## src/rtl/sine_tone_analyzer.sv

```systemverilog
// Tone checker: detects hysteresis-qualified rising zero crossings on a strobed
// sample stream, measures period and per-cycle peaks, and declares lock.
module sine_tone_analyzer #(
  parameter int unsigned SAMPLE_WIDTH     = 16,
  parameter int unsigned PERIOD_WIDTH     = 8,
  parameter int unsigned EXPECTED_PERIOD  = 48,
  parameter int unsigned PERIOD_TOLERANCE = 1,
  parameter int unsigned LOCK_COUNT       = 4,
  parameter int unsigned HYSTERESIS       = 256
) (
  input  logic                    audioClock,
  input  logic                    resetN,
  input  logic                    sampleEnable,
  input  logic [SAMPLE_WIDTH-1:0] sample,
  output logic                    measValid,
  output logic [PERIOD_WIDTH-1:0] period,
  output logic [SAMPLE_WIDTH-1:0] peakPos,
  output logic [SAMPLE_WIDTH-1:0] peakNeg,
  output logic                    locked,
  output logic                    timeout,
  output logic [15:0]             errCount
);

  localparam int unsigned PW1    = PERIOD_WIDTH + 1;
  localparam int unsigned GW     = $clog2(LOCK_COUNT + 1);
  localparam int unsigned PER_LO = (EXPECTED_PERIOD > PERIOD_TOLERANCE) ?
                                   EXPECTED_PERIOD - PERIOD_TOLERANCE : 0;
  localparam int unsigned PER_HI = EXPECTED_PERIOD + PERIOD_TOLERANCE;
  localparam logic [PERIOD_WIDTH-1:0] CNT_MAX = '1;
  localparam logic [GW-1:0] GOOD_MAX = GW'(LOCK_COUNT);
  localparam logic signed [SAMPLE_WIDTH-1:0] ARM_LEVEL =
    SAMPLE_WIDTH'(-$signed(HYSTERESIS));

  logic                           armed;
  logic                           primed;
  logic [PERIOD_WIDTH-1:0]        cnt;
  logic signed [SAMPLE_WIDTH-1:0] run_max;
  logic signed [SAMPLE_WIDTH-1:0] run_min;
  logic [GW-1:0]                  good_cnt;

  logic signed [SAMPLE_WIDTH-1:0] smp_c;
  logic                           crossing_c;
  logic                           arm_c;
  logic [PW1-1:0]                 period_full_c;
  logic [PERIOD_WIDTH-1:0]        period_sat_c;
  logic                           good_c;
  logic [GW-1:0]                  good_next_c;
  logic signed [SAMPLE_WIDTH-1:0] max_c;
  logic signed [SAMPLE_WIDTH-1:0] min_c;

  // Crossing takes priority over arming when evaluated on the same sample
  always_comb begin
    smp_c         = $signed(sample);
    crossing_c    = armed && !sample[SAMPLE_WIDTH-1];
    arm_c         = smp_c < ARM_LEVEL;
    period_full_c = PW1'(cnt) + PW1'(1);
    period_sat_c  = period_full_c[PERIOD_WIDTH] ? CNT_MAX : period_full_c[PERIOD_WIDTH-1:0];
    good_c        = (period_full_c >= PW1'(PER_LO)) && (period_full_c <= PW1'(PER_HI));
    good_next_c   = (good_cnt == GOOD_MAX) ? good_cnt : good_cnt + GW'(1);
    max_c         = (smp_c > run_max) ? smp_c : run_max;
    min_c         = (smp_c < run_min) ? smp_c : run_min;
  end

  always_ff @(posedge audioClock or negedge resetN) begin
    if (!resetN) begin
      armed     <= 1'b0;
      primed    <= 1'b0;
      cnt       <= '0;
      run_max   <= '0;
      run_min   <= '0;
      good_cnt  <= '0;
      measValid <= 1'b0;
      period    <= '0;
      peakPos   <= '0;
      peakNeg   <= '0;
      locked    <= 1'b0;
      timeout   <= 1'b0;
      errCount  <= '0;
    end else begin
      measValid <= 1'b0;
      if (sampleEnable) begin
        if (crossing_c) begin
          armed   <= 1'b0;
          primed  <= 1'b1;
          cnt     <= '0;
          run_max <= smp_c;
          run_min <= smp_c;
          // The first crossing after reset or timeout only primes the counter
          if (primed) begin
            measValid <= 1'b1;
            period    <= period_sat_c;
            peakPos   <= max_c;
            peakNeg   <= min_c;
            if (good_c) begin
              good_cnt <= good_next_c;
              locked   <= (good_next_c == GOOD_MAX);
            end else begin
              good_cnt <= '0;
              locked   <= 1'b0;
              if (errCount != 16'hFFFF) errCount <= errCount + 16'd1;
            end
          end
        end else begin
          if (arm_c) armed <= 1'b1;
          run_max <= max_c;
          run_min <= min_c;
          if (cnt == CNT_MAX) begin
            timeout  <= 1'b1;
            primed   <= 1'b0;
            locked   <= 1'b0;
            good_cnt <= '0;
          end else begin
            cnt <= cnt + PERIOD_WIDTH'(1);
          end
        end
      end
    end
  end

endmodule

```

## config.mk

```make
export PLATFORM = sky130hd
export DESIGN_NAME = sine_tone_analyzer
export DESIGN_NICKNAME = d
export VERILOG_FILES = /design/src/rtl/sine_tone_analyzer.sv
export SDC_FILE = /design/constraint.sdc
export NUM_CORES = 1
export LEC_CHECK = 0
export BUFFER_PORTS_ARGS = -buffer_cell sky130_fd_sc_hd__buf_2
export CORE_ASPECT_RATIO = 2
export CORE_UTILIZATION = 60
export CTS_CLUSTER_SIZE = 14
export DETAILED_ROUTE_END_ITERATION = 10
export GPL_ROUTABILITY_DRIVEN = 0
export PLACE_DENSITY = 0.83
export SLEW_MARGIN = 40
export SYNTH_ARGS = -nofsm -noshare
export SYNTH_HDL_FRONTEND = slang
export SYNTH_SLANG_ARGS = --single-unit
```

## constraint.sdc

```tcl
create_clock -name audioClock -period 4.2 [get_ports audioClock]
set_input_delay 0.84 -clock audioClock [delete_from_list [all_inputs] [get_ports audioClock]]
set_output_delay 0.84 -clock audioClock [all_outputs]
set_load 0.1 [all_outputs]
```

---- After elaboration in Yosys (flattened, before gate mapping) ----
Index checks and enable logic that the tools add are counted.
word-level totals
  register bits after elaboration ......... 104
  output and inout port bits .............. 59
  logic and storage cells ................. 64
operators by class
  $lt $le $gt $ge ......................... 5
  reduce and logical (&&, ||, !) cells .... 12
  equality and inequality tests ........... 6
  bitwise logic cells ..................... 2
  $add $sub $neg .......................... 4
  mux-type cells .......................... 22
operators by type and width
  cell                                                                    count
  16-bit 2-to-1 mux                                                       4
  8-bit 2-to-1 mux                                                        3
  16-bit by 1-bit adder with 16-bit output (second input constant)        1
  16-bit > comparator                                                     1
  16-bit < comparator                                                     1
  16-bit by 9-bit < comparator with 1-bit output (second input constant)  1
  16-bit inequality test (second input constant)                          1
  3-bit 2-to-1 mux                                                        5
  1-bit 2-to-1 mux                                                        10
  8-bit by 1-bit adder with 9-bit output (second input constant)          1
  9-bit by 6-bit >= comparator with 1-bit output (second input constant)  1
  9-bit by 6-bit <= comparator with 1-bit output (second input constant)  1
  3-bit AND reduction                                                     3
  8-bit by 1-bit adder with 8-bit output (second input constant)          1
  8-bit == test (second input constant)                                   1
  3-bit == test (second input constant)                                   2
  2-bit AND reduction                                                     3
  5-bit AND reduction                                                     1
  2-bit inequality test (second input constant)                           2
  2-bit nonzero test                                                      2
  3-bit by 1-bit adder with 3-bit output (second input constant)          1
  1-bit logical AND                                                       2
  1-bit NOT                                                               2
  1-bit zero test                                                         1

---- Logic depth before layout (Yosys ltp) ----
Gate-level depths: netlist (run 1).
  depth after elaboration ................. 6
  gate-level depth with buffers ........... 11

---- Least setup slack after synthesis (run 1) ----
No wires, ideal clock.
  path kind ............................... input-to-reg
  start ................................... input port sample[2]
  end ..................................... register run_min[10]
  setup time .............................. 0.125 ns
  cell stages on the path ................. 9
  path slack .............................. 1.167 ns
  data arrival time ....................... 2.908 ns
  path buffers ............................ 1
  cell sequence ........................... ha_1 > a211o_1 > a31oi_1 > nor3_1 > o2111a_2 > nor2_8 > mux2i_4 > buf_6 > mux2_4
on the way
  cells in the longest elaborated chain, start to end .. 3
RTL lines
  what                    RTL line  RTL
  start: declaration      14        input logic [SAMPLE_WIDTH-1:0] sample,
  16-bit < comparator     61        min_c = (smp_c < run_min) ? smp_c : run_min;
  16-bit 2-to-1 mux       61
  16-bit 2-to-1 mux       82        if (crossing_c) begin
  end signal: assignment  87        run_min <= smp_c;
  end signal: assignment  106       run_min <= min_c;
  end: declaration        38        logic signed [SAMPLE_WIDTH-1:0] run_min;
Every way passes these cells.
A chain may end at the register's enable or synchronous reset.

---- Worst setup path after layout (run 1) ----
  start ................................... input port sample[2]
  end ..................................... register run_min[13]
Same word-level chain as after synthesis.

==> results.md, run 1 <==
* Crit Path Class: in2reg
* Clock slew seen by the registers of the worst setup and hold paths at 0.07 ns
* Most frequent cells in the layout: 104 x dfrtp_1, 76 x buf_2, 43 x inv_1, 43 x a21oi_1, 37 x ha_1
* Hold Path Origin: timeout
* Post-synth cell types at 58
* Post-synth EDFFs at 0
* Die area at 9735 sq um
* Combinational fraction of design power at 55.1%
* Fraction of power spent switching nets at 51.82%
* Average cell area after synthesis at approximately 11 sq um
* Cell area after layout at between 6000 and 7000 sq um
* Worst-path fanout max at 12
* IO Pins at 78
* Final number of setup-violating endpoints at 0
* DRT Pass-1 Iters at 4
* Layout cells sized above 1 at 25.76%
* Starting DRC count in detailed routing at 294
* Hold WC Path Type: reg2reg
* Worst VDD drop at 640.9 uV
* Commonest non-fill, non-tap cell in the layout: dfrtp_1
* Finished Layout Cells at 696
* Number of port buffers at 77
* Clk sinks at about 100
* Die width at approximately 70 microns
* Via density at 6.034
* Post_cts resized at 0
* Core region area at 9012 sq um
* Total wire length at 12730 microns
* Placed Cells at 680
* Overall Global Routing Usage at 27.62%
* CTS max path bufs at 2
* Synth Register Bits at 104
* RSZ-0062 raised after global routing: false
* Clock power share at 15.8%
* Worst-Margin Slew at about 0.77 ns
* H-Tree Depth at 3
* Max-cap viol count at 0
* Fin Clk Skew at 0.008754 ns
* Upper clock frequency limit at 302.3 MHz
* Async S/R FF share, synth at 100.0%
* Seq pwr share at 29.1%
* Clock buffer count from CTS at 9
* WHS Endpoint: timeout
* Worst reg2reg path depth at 10
* Warnings from Yosys at 0
* Die Span Y at 138.5 microns
* Setup repair bufs after CTS at 0
* Synth Cell Area at 5593 sq um
* Slew HR at 48.77%
* Initial Utilization at approximately 62%
* Dpl cell area at 6035 sq um
* Final min period at 3.308 ns
* Pin count of the biggest net entering global routing at 80
* Post-route ant nets at 0
* # hold bufs at CTS at 0
* Fin util at 70.40%
* GRT overflow at 0
* Post-synthesis sequential area ratio at 46.53%
* Post-synth top flop: dfrtp_1
* Antenna Cells at 0
* First-pass GRT wire length at 21150 microns
* Drt wl/cell at 18.29 microns
* Worst hold slack at 0.4626 ns
* HPWL after DPL at 9176 microns
* CP Data Required Time at between 4 and 5 ns
* RR Endpoint: run_min[13]
* Leakage power at 3.088 nW
* Hold path depth at 1
* Post-synth net total at 572
* P_int at about 2.7 mW
* Vias in the first global route at 4386
* Via count at 4200
* Nets at 645
* PD cells at 869.5 nW/um^2
* Final max-slew violation count at 0
* Synthesis-to-finish area growth at 13.45%
* Initial antenna violation count at 0
* CP startpoint kind: input port
* # rows at ~50
* Status: finished clean
* Clock Latency Late Sink at 0.36 ns
* R2R setup slack at 1.10 ns
* WP data arrival at 3.55 ns
* Switch Pwr at 2.859 mW
* Number of fill cells in the layout at ~650
* Crit share post-route at 78.76%
* Final hold vios at 0
* DRC Markers at 0
* Sum Neg Setup Slack at 0 ns
* R2r startpoint: run_min[2]
* Synth Instances at 516
* Root Buffer: clkbuf_16
* CTS tree: done
* Worst setup EP type: flop
==> final cells by class <==
type,count,area (sq um),area share [%]
Clock buffer,9,225.2,3.550
Clock inverter,7,85.08,1.341
Inverter,45,168.9,2.662
Multi-Input combinational cell,345,2691,42.42
Sequential cell,104,2603,41.02
Tap cell,102,127.6,2.011
Timing Repair Buffer,84,444.2,7.001
==> metrics by stage <==
stage	power [mW]	setup slack [ns]
finish	5.517	0.8922
CTS	5.539	0.9475
global route	5.775	0.7806
global placement	4.556	0.6699
detailed placement	4.637	0.5761
floorplan	4.105	1.167
==> synthesized netlist by cell type, types with 3 or more instances <==
cell type | n | area [sq um]
a21oi_1 | 43 | 215.2
a31oi_1 | 3 | 18.77
and3_1 | 6 | 37.54
and4_1 | 3 | 26.28
buf_1 | 4 | 15.01
buf_6 | 5 | 56.30
clkbuf_1 | 9 | 33.78
dfrtp_1 | 104 | 2603
ha_1 | 37 | 462.9
inv_1 | 43 | 161.4
mux2_2 | 22 | 247.7
mux2_4 | 10 | 150.1
mux2i_1 | 18 | 180.2
nand2_1 | 20 | 75.07
nand2b_1 | 17 | 106.4
nand3_1 | 12 | 60.06
nand4_1 | 15 | 93.84
nor2_1 | 36 | 135.1
nor2b_1 | 4 | 25.02
nor3_1 | 4 | 20.02
o21a_1 | 4 | 30.03
o21ai_0 | 12 | 60.06
o221a_2 | 14 | 157.7
o22a_1 | 4 | 35.03
xnor2_1 | 17 | 148.9
xor2_1 | 4 | 35.03
==> routing by layer <==
metal  wire (microns)  track usage [%]  vias up
met2             6961            48.97      110
met3              541            5.378       27
li1                 -                -     1979
met5                0                0        -
met1             4835            31.23     2084
met4              390            12.74        0
==> registers in the layout, indices dropped and copies added, names as in the netlist, 3 cells and up <==
register,flops
errCount,16
peakNeg,16
peakPos,16
run_max,16
run_min,16
cnt,8
period,8
good_cnt,3
==> critical path, stage by stage <==
cell	delay, ns
buf_2	0.14
ha_1	0.32
a211o_1	0.30
a31oi_1	0.16
nor3_1	0.11
o2111a_2	0.32
nor2_8	0.19
mux2i_4	0.59
buf_4	0.26
mux2_4	0.31
==> power groups by stage <==
stage,sequential (mW),combinational [mW],clock [mW]
floorplan,2.96,1.15,0
global placement,1.60,2.96,0
detailed placement,1.61,3.02,0
CTS,1.60,3.04,0.891
global route,1.65,3.20,0.927
finish,1.61,3.04,0.871
==> worst max path at each step <==
stage | startpoint | end | slack (ns) | depth (start not counted)
floorplan | sample[2] | run_min[10] | 1.17 | 9
global route | sample[15] | run_min[13] | 0.78 | 10
CTS | sample[2] | run_min[13] | 0.95 | 10
global placement | sample[2] | run_min[10] | 0.67 | 10
detailed placement | sample[2] | run_min[13] | 0.58 | 10
finish | sample[2] | run_min[13] | 0.89 | 10
==> kinds of logic after synthesis <==
family | synth area share, %
AO/OA/AOI/OAI | 13.58
multiplexers | 10.74
XOR/XNOR | 3.288
buffers and inverters | 5.346
flip-flops | 46.53
adder cells (fa/ha/maj) | 8.277
AND/OR/NAND/NOR | 12.24
(Power assumes the default switching activity.)
==> run 2: changes to the inputs <==
Settings changed: CORE_UTILIZATION 60 to 52, PLACE_DENSITY 0.83 to 0.76.
Clock period 4.2 ns to 2.9 ns, I/O delays scaled along.
==> run 2 against run 1 <==
  * Count of clock-buffer cells in the layout rose by 4
  * Critical path depth did not move
  * Sequential power grew 44%
  * Clock power increased by 42%
  * Global-route usage decreased by 1.5 points
  * Cell area up 4.5%
  * Wire length up 6.7%
==> results.md, run 2 (synthesis gave the netlist of run 1 again) <==
* Layer carrying the most global-route usage: met2
* Die Span Y at 148.7 microns (+7.3%)
* Sum Neg Setup Slack at 0 ns (unchanged)
* Commonest non-fill, non-tap cell in the layout: dfrtp_1
* P_int at 4.044 mW (+52%)
* Synthesis-to-finish area growth at 18.55%
* Final max-slew violation count at 0 (unchanged)
* Worst setup EP type: flop
* DRC Markers at 0 (unchanged)
* Fin Clk Skew at 0.007949 ns (-0.0008052 ns)
* CP startpoint kind: flop
* Worst reg2reg path depth at 10 (unchanged)
* DRT Pass-1 Iters at 4 (unchanged)
* Clock power share at 15.1% (-0.7 points)
* Layout cells sized above 1 at 28.82% (+3.1 points)
* Combinational fraction of design power at 56.6% (+1.5 points)
* RSZ-0062 raised after global routing: false
* Max-cap viol count at 0 (unchanged)
* Final hold vios at 0 (unchanged)
* Setup repair bufs after CTS at 0 (unchanged)
* Post_cts resized at 0 (unchanged)
* Clock Latency Late Sink at 0.35 ns (about the same)
* Clock buffer count from CTS at 9 (unchanged)
* Via count at 4337 (+3.3%)
* # rows at 53 (+8.2%)
* Worst hold slack at 0.2363 ns (-0.2263 ns)
* Switch Pwr at 4.160 mW (+46%)
* Initial antenna violation count at 0 (unchanged)
* Upper clock frequency limit at 370.3 MHz
* Core region area at 10480 sq um (+16%)
* Register Area at 2603 sq um (unchanged)
* Antenna Cells at 0 (unchanged)
* Total power at 8.204 mW (+49%)
* Starting DRC count in detailed routing at 253 (-14%)
* HPWL after DPL at 10210 microns (+11%)
* RR Endpoint: run_max[2]
* Slowest CP cell: dfrtp_1
* Worst-path fanout max at 8 (-4)
* WP data arrival at 2.93 ns (-0.62 ns)
* Post-route ant nets at 0 (unchanged)
* Worst setup path start: run_max[10]
* Crit Path Class: reg2reg
* Fraction of power spent switching nets at 50.70% (-1.1 points)
* Met3 Track Usage GR at 3.930% (-1.4 points)
* Met1 Use GR at 28.46% (-2.8 points)
* Status: finished clean
* Slowest stage delay, CP at 0.38 ns (-0.21 ns)
* # hold bufs at CTS at 0 (unchanged)
* IO Pins at 78 (unchanged)
* Total wire length at 13580 microns (+6.7%)
* Number of port buffers at 77 (unchanged)
* Seq pwr share at 28.3% (-0.8 points)
* GRT overflow at 0 (unchanged)
* Die width at 75.34 microns (+7.2%)
* Final min period at 2.701 ns
* PD cells at 1237 nW/um^2 (+42%)
* Overall Global Routing Usage at 26.08% (-1.5 points)
* First-pass GRT wire length at 21540 microns (+1.9%)
* Crit-path cells: inv_1, ha_1, nand4_1, nor2_1, o22ai_1, or3_1, and3_1, o21ai_4, buf_4, mux2_2
* Worst-Margin Slew at 0.6001 ns (-0.1676 ns)
* Hold WC Path Type: in2async
* Root Buffer: clkbuf_16
* CTS max path bufs at 2 (unchanged)
* Fin util at 63.28% (-7.1 points)
* Crit share post-route at 93.12%
* Slew HR at 59.99% (+11 points)
* Final number of setup-violating endpoints at 0 (unchanged)
* Worst VDD drop at 1215 uV (+90%)
* Most frequent cells in the layout: 104 x dfrtp_1, 76 x buf_2, 43 x inv_1, 43 x a21oi_1, 37 x ha_1
* Nets at 673 (+4.3%)
* R2r startpoint: run_max[10]
* H-Tree Depth at 3 (unchanged)
* Initial Utilization at 53.38% (-8.7 points)
* Die area at 11200 sq um (+15%)
* Pin count of the biggest net entering global routing at 61 (-24%)
* Area occupied by multi-input gates at 2691 sq um (unchanged)
* R2R setup slack at 0.20 ns (-0.90 ns)
* Via density at 5.722 (-5.2%)
* Leakage power at 3.228 nW (+4.5%)
* Crit path capture: run_max[2]
* Drt wl/cell at 17.92 microns (-2.0%)
* Met2 usage in global routing at 46.43% (-2.5 points)
* Clock slew seen by the registers of the worst setup and hold paths at 0.07 ns (about the same)
* CTS tree: done
* Clk sinks at 104 (unchanged)
* Number of fill cells in the layout at 908 (+39%)
* CP Data Required Time at 3.12 ns (-1.32 ns)
* Vias in the first global route at 4487 (+2.3%)
run 2: power groups by stage:
stage	registers [mW]	logic, mW	clock network (mW)
2_1_floorplan	4.28	1.66	0
3_3_place_gp	2.31	4.52	0
3_5_place_dp	2.34	4.63	0
4_1_cts	2.32	4.65	1.26
5_1_grt	2.38	4.89	1.30
6_report	2.32	4.64	1.24
run 2: layer usage:
layer	routed length, microns	vias up
met5	0	-
met2	7543	127
met4	527	0
met3	486	41
li1	-	2040
met1	5023	2129
run 2: final cells by class:
class	count	area share, %
inverter	45	2.548
sequential	104	39.25
multi-input combinational	345	40.59
clock buffer	13	4.076
clock inverter	2	0.5661
tap	137	2.585
timing repair buffer	112	10.38
run 2: worst min-delay path by stage:
stage / cells past startpoint / slack, ns / startpoint / end
finish: 1 / 0.24 / resetN / peakPos[10]
global route: 1 / 0.28 / resetN / peakPos[10]
CTS: 1 / 0.27 / resetN / peakNeg[9]
detailed placement: 1 / 0.46 / timeout / timeout
global placement: 1 / 0.46 / timeout / timeout
floorplan: 0 / 0.28 / resetN / armed
run 2: worst max-delay path, delay by kind of cell, from the launching register on:
family,cells,cell delay (ns)
buffers and inverters,2,0.27
adder cells (fa/ha/maj),1,0.31
AO/OA/AOI/OAI,2,0.28
multiplexers,1,0.36
AND/OR/NAND/NOR,4,0.98
flip-flops,1,0.38
run 2: through the flow:
step           cells  cell area (sq um)  setup slack [ns]
2_1_floorplan    516               5593            0.1266
3_3_place_gp     743               6322          -0.02738
3_5_place_dp     743               6322           -0.1025
4_1_cts          758               6630            0.2382
5_1_grt          758               6630           0.05132
6_report         758               6630            0.1994
